[config.mk]
export PLATFORM = sky130hd
export DESIGN_NAME = sram_arbiter
export DESIGN_NICKNAME = d
export VERILOG_FILES = /design/src/rtl/sram_arbiter.sv
export SDC_FILE = /design/constraint.sdc
export NUM_CORES = 1
export LEC_CHECK = 0
export ABC_AREA = 1
export CORE_MARGIN = 3
export CORE_UTILIZATION = 32
export DETAILED_ROUTE_END_ITERATION = 8
export PLACE_DENSITY = 0.6
export SLEW_MARGIN = 10
export SYNTH_ARGS = -nofsm -noshare
export SYNTH_HDL_FRONTEND = slang
export SYNTH_SLANG_ARGS = --single-unit
[constraint.sdc]
create_clock -name clk -period 3.85 [get_ports clk]
set_clock_uncertainty 0.1 [all_clocks]
set_input_delay 1.155 -clock clk [delete_from_list [all_inputs] [get_ports clk]]
set_output_delay 1.155 -clock clk [all_outputs]
set_load 0.1 [all_outputs]
[src/rtl/sram_arbiter.sv]
// Two-requester round-robin arbiter in front of one shared storage register.
// Each granted access is a fixed 3-cycle GRANT/DONE handshake; writes commit through reg_d.
module sram_arbiter #(
    parameter int WIDTH = 16
) (
    input  logic             clk,
    input  logic             reset,
    input  logic             req0,
    input  logic             we0,
    input  logic [WIDTH-1:0] wdata0,
    input  logic             req1,
    input  logic             we1,
    input  logic [WIDTH-1:0] wdata1,
    input  logic [WIDTH-1:0] reg_q,
    output logic [WIDTH-1:0] reg_d,
    output logic             gnt0,
    output logic             gnt1,
    output logic             ack0,
    output logic             ack1,
    output logic [WIDTH-1:0] rdata,
    output logic [7:0]       wr_count
);

    typedef enum logic [1:0] {
        IDLE  = 2'd0,
        GRANT = 2'd1,
        DONE  = 2'd2
    } state_t;

    state_t           state_r;
    state_t           state_s;
    logic             take_s;
    logic             win_s;
    logic             last_r;     // requester granted most recently
    logic             owner_r;
    logic             we_r;
    logic [WIDTH-1:0] wdata_r;

    // Next-state and arbitration: a lone request always wins, a tie goes away from last_r.
    always_comb begin
        state_s = state_r;
        take_s  = 1'b0;
        win_s   = 1'b0;
        case (state_r)
            IDLE: begin
                if (req0 && req1) begin
                    take_s = 1'b1;
                    win_s  = ~last_r;
                end else if (req0) begin
                    take_s = 1'b1;
                    win_s  = 1'b0;
                end else if (req1) begin
                    take_s = 1'b1;
                    win_s  = 1'b1;
                end else begin
                    take_s = 1'b0;
                    win_s  = 1'b0;
                end
                state_s = take_s ? GRANT : IDLE;
            end
            GRANT:   state_s = DONE;
            DONE:    state_s = IDLE;
            default: state_s = IDLE;
        endcase
    end

    // Storage feed: hold reg_q except while a latched write is in GRANT.
    always_comb begin
        reg_d = reg_q;
        if (reset) begin
            reg_d = {WIDTH{1'b0}};
        end else if ((state_r == GRANT) && we_r) begin
            reg_d = wdata_r;
        end else begin
            reg_d = reg_q;
        end
    end

    // State register, transaction latch and registered handshake outputs.
    always_ff @(posedge clk) begin
        if (reset) begin
            state_r  <= IDLE;
            last_r   <= 1'b1;
            owner_r  <= 1'b0;
            we_r     <= 1'b0;
            wdata_r  <= {WIDTH{1'b0}};
            gnt0     <= 1'b0;
            gnt1     <= 1'b0;
            ack0     <= 1'b0;
            ack1     <= 1'b0;
            rdata    <= {WIDTH{1'b0}};
            wr_count <= 8'd0;
        end else begin
            state_r <= state_s;
            case (state_r)
                IDLE: begin
                    if (take_s) begin
                        owner_r <= win_s;
                        last_r  <= win_s;
                        we_r    <= win_s ? we1 : we0;
                        wdata_r <= win_s ? wdata1 : wdata0;
                        gnt0    <= ~win_s;
                        gnt1    <= win_s;
                    end else begin
                        gnt0 <= 1'b0;
                        gnt1 <= 1'b0;
                    end
                    ack0 <= 1'b0;
                    ack1 <= 1'b0;
                end
                GRANT: begin
                    ack0 <= ~owner_r;
                    ack1 <= owner_r;
                    if (we_r) begin
                        wr_count <= wr_count + 8'd1;
                    end else begin
                        rdata <= reg_q;
                    end
                end
                DONE: begin
                    gnt0 <= 1'b0;
                    gnt1 <= 1'b0;
                    ack0 <= 1'b0;
                    ack1 <= 1'b0;
                end
                default: begin
                    gnt0 <= 1'b0;
                    gnt1 <= 1'b0;
                    ack0 <= 1'b0;
                    ack1 <= 1'b0;
                end
            endcase
        end
    end

endmodule

==> impl_metrics.ini, run 1 <==
[logic_synthesis]
synth_area_um2 = 2350
ys_seq_area_share_pct = 41.7
syn-num-nets = 398
yosys.cell_types.count = 23
synthCells = 343
yosys_warnings = 0
avgSynthCellArea_um2 = 6.87
ys_ff_latch = 49

[worst_setup_path]
crit_buf_inv = 2
critPathMaxFanout = 2
cp.arrival_ns = 2.21
r2r_end = wdata_r[0]
cp_slowest_cell = clkdlybuf4s50_1
critical-path-top-delay-family = buffers and inverters
r2r_start = state_r[0]
worst_setup_path_end_kind = output pin
critPathLaunchType = input pin
worstPathCellList = clkdlybuf4s50_1 > nand2_1 > a21oi_1 > buf_12
slowest_delay_ns = 0.48
crit_type = in -> out
worstRegToRegCells = 6
reg2reg_slack_ns = 2.08
cp.required_ns = 2.59

[timing]
hold_violations = 0
relSlewSlack_pct = 66.2
period_minus_slack_ns = 3.47
grt_setup_unrepaired = no
max_freq_mhz = 288
min_period_over_period_pct = 90.1
slew_viol_final = 0
setup_viol = 0
worst_pin_slew_ns = 0.506

[worst_hold_path]
min_from = owner_r
hold_depth = 1
min_path_type = reg -> reg
hold_end = ack0

[route]
vias = 2486
ant_nets = 0
drt_iter0_markers = 105
first_pass_iters = 4
wl_met2_mm = 3.13
route.met3.wl_um = 400
drc = 0
routed.top_layer = met4
wl_met1_mm = 3.51
viasPerCell = 4.68
wire_per_inst_um = 13.3
wl_mm = 7.08

[finish]
nFillCells = 731
num_antenna_cells = 0
post-route-util_pct = 51.2
area_growth_pct = 51.9
drive_gt1_share_pct = 17.7
mostFrequentLayoutCells = nand2_1 (110), clkdlybuf4s50_1 (52), a21oi_1 (49), dfxtp_1 (49)
nets = 489
final_cell_count_no_fill = 531
layout_commonest_cell = nand2_1

[power_and_ir_drop]
internal_power_uw = 847
power.leakage_nw = 1.56
vdd_drop_max_v = 0.000127
power.density_nw_per_um2 = 382
swShare_pct = 38.0
power_frac_comb_pct = 34.3
switching_power_uw = 519
clkPwrFrac_pct = 24.3
pwr-share-seq_pct = 41.4

[job]
cap_violations = 0

[clock_network]
clk_path_buf_depth = 2
cts.repair.resized = 0
cts_tree = yes
clock_latency_ns = 0.30
cts_root_buffer = clkbuf_8
h-tree-depth = 2
cts_sinks = 49
post_cts_buffers = 0
cts_hold_buf = 0
numCtsBuffers = 5
clkSlewWorstSetupHoldPaths_ns = 0.10

[floorplanning]
core-area_um2 = 6980
io_pins = 98
fp-row-count = 30
die_h_um = 91.8
die_w_um = 91.8
die_area_um2 = 8420
start_util_pct = 33.7

[global_route]
globalRoute.totalOverflow = 0
grt_pass1_vias = 2322
grt_max_degree = 25
grt_pass1_wl_mm = 11.6
track_usage_pct = 16.9
grt_antenna_before_repair = 0

[place]
port-buffer-count = 97
place_hpwl_mm = 5.31
dp.cells = 523
place.gp.congestion = 0.780

[status]
status = completed
per-layer routing:
metal / vias to the layer above / GRT usage (%)
met5: - / 0
met4: 0 / 4.08
met2: 65 / 25.0
met3: 4 / 3.77
li1: 1300 / -
met1: 1117 / 24.9
worst max path at each step:
| stage | start | end | slack [ns] | cells past startpoint |
|---|---|---|---|---|
| 2_1_floorplan | reset | reg_d[10] | -0.42 | 3 |
| 3_3_place_gp | reg_q[7] | reg_d[7] | 0.38 | 4 |
| 3_5_place_dp | reg_q[4] | reg_d[4] | 0.39 | 4 |
| 4_1_cts | reg_q[4] | reg_d[4] | 0.39 | 4 |
| 5_1_grt | reg_q[7] | reg_d[7] | 0.34 | 4 |
| 6_report | reg_q[4] | reg_d[4] | 0.38 | 4 |
registers in the layout, summed over array words and instances (netlist names):
signal	cells
wdata_r	16
wr_count	8
rdata	16
state_r	2
ack0	1
we_r	1
ack1	1
last_r	1
owner_r	1
gnt1	1
gnt0	1
power groups by stage:
stage | combinational [mW] | sequential (mW) | clock (mW)
after floorplan | 0.218 | 0.671 | 0
after global placement | 0.468 | 0.576 | 0
after detailed placement | 0.471 | 0.577 | 0
after CTS | 0.472 | 0.565 | 0.340
after global routing | 0.501 | 0.571 | 0.368
final | 0.468 | 0.565 | 0.332
layout make-up:
type | count | area (um^2) | share of cell area, %
Clock inverter | 2 | 17.5 | 0.490
Timing Repair Buffer | 104 | 1110 | 31.0
Tap cell | 96 | 120 | 3.36
Multi-Input combinational cell | 243 | 1150 | 32.2
Clock buffer | 6 | 82.6 | 2.31
Inverter | 31 | 116 | 3.25
Sequential cell | 49 | 981 | 27.4
through the flow:
step                instance area (um^2)  setup TNS, ns  setup WS (ns)  total power [mW]  hold slack [ns]
finish                              3580              0          0.382              1.37            0.320
global route                        3580              0          0.338              1.44            0.336
CTS                                 3580              0          0.388              1.38            0.323
detailed placement                  3480              0          0.390              1.05            0.307
global placement                    3480              0          0.379              1.04            0.298
floorplan                           2360          -6.32         -0.422             0.888            0.289
cells by family after synthesis:
group,count (synthesis),synth area share [%]
buffers and inverters,51,9.62
AND/OR/NAND/NOR,184,34.9
AO/OA/AOI/OAI,57,12.9
flip-flops,49,41.7
XOR/XNOR,1,0.372
adder cells (fa/ha/maj),1,0.531
cell usage after synthesis, drive strengths merged:
library cell	n	share of area (%)
ha	1	0.53
xor2	1	0.37
nand4	16	4.3
dfxtp	49	42
nand3	37	8.3
o21ai	4	1.3
buf	12	3.4
nand2	111	18
o31ai	1	0.32
inv	31	4.9
o21a	2	0.64
a21oi	50	11
clkbuf	8	1.3
nor2	20	4.6
Note: power is estimated with default switching activity, not from simulation.
==> run 2: changes to the inputs <==
--- a/config.mk
+++ b/config.mk
@@ -9,6 +9,7 @@
 export CORE_MARGIN = 3
 export CORE_UTILIZATION = 32
 export DETAILED_ROUTE_END_ITERATION = 8
+export HOLD_SLACK_MARGIN = 0.08
 export PLACE_DENSITY = 0.6
 export SLEW_MARGIN = 10
 export SYNTH_ARGS = -nofsm -noshare
==> results of run 2 <==
The final DEF is identical to that of run 1; final timing and power are the same.
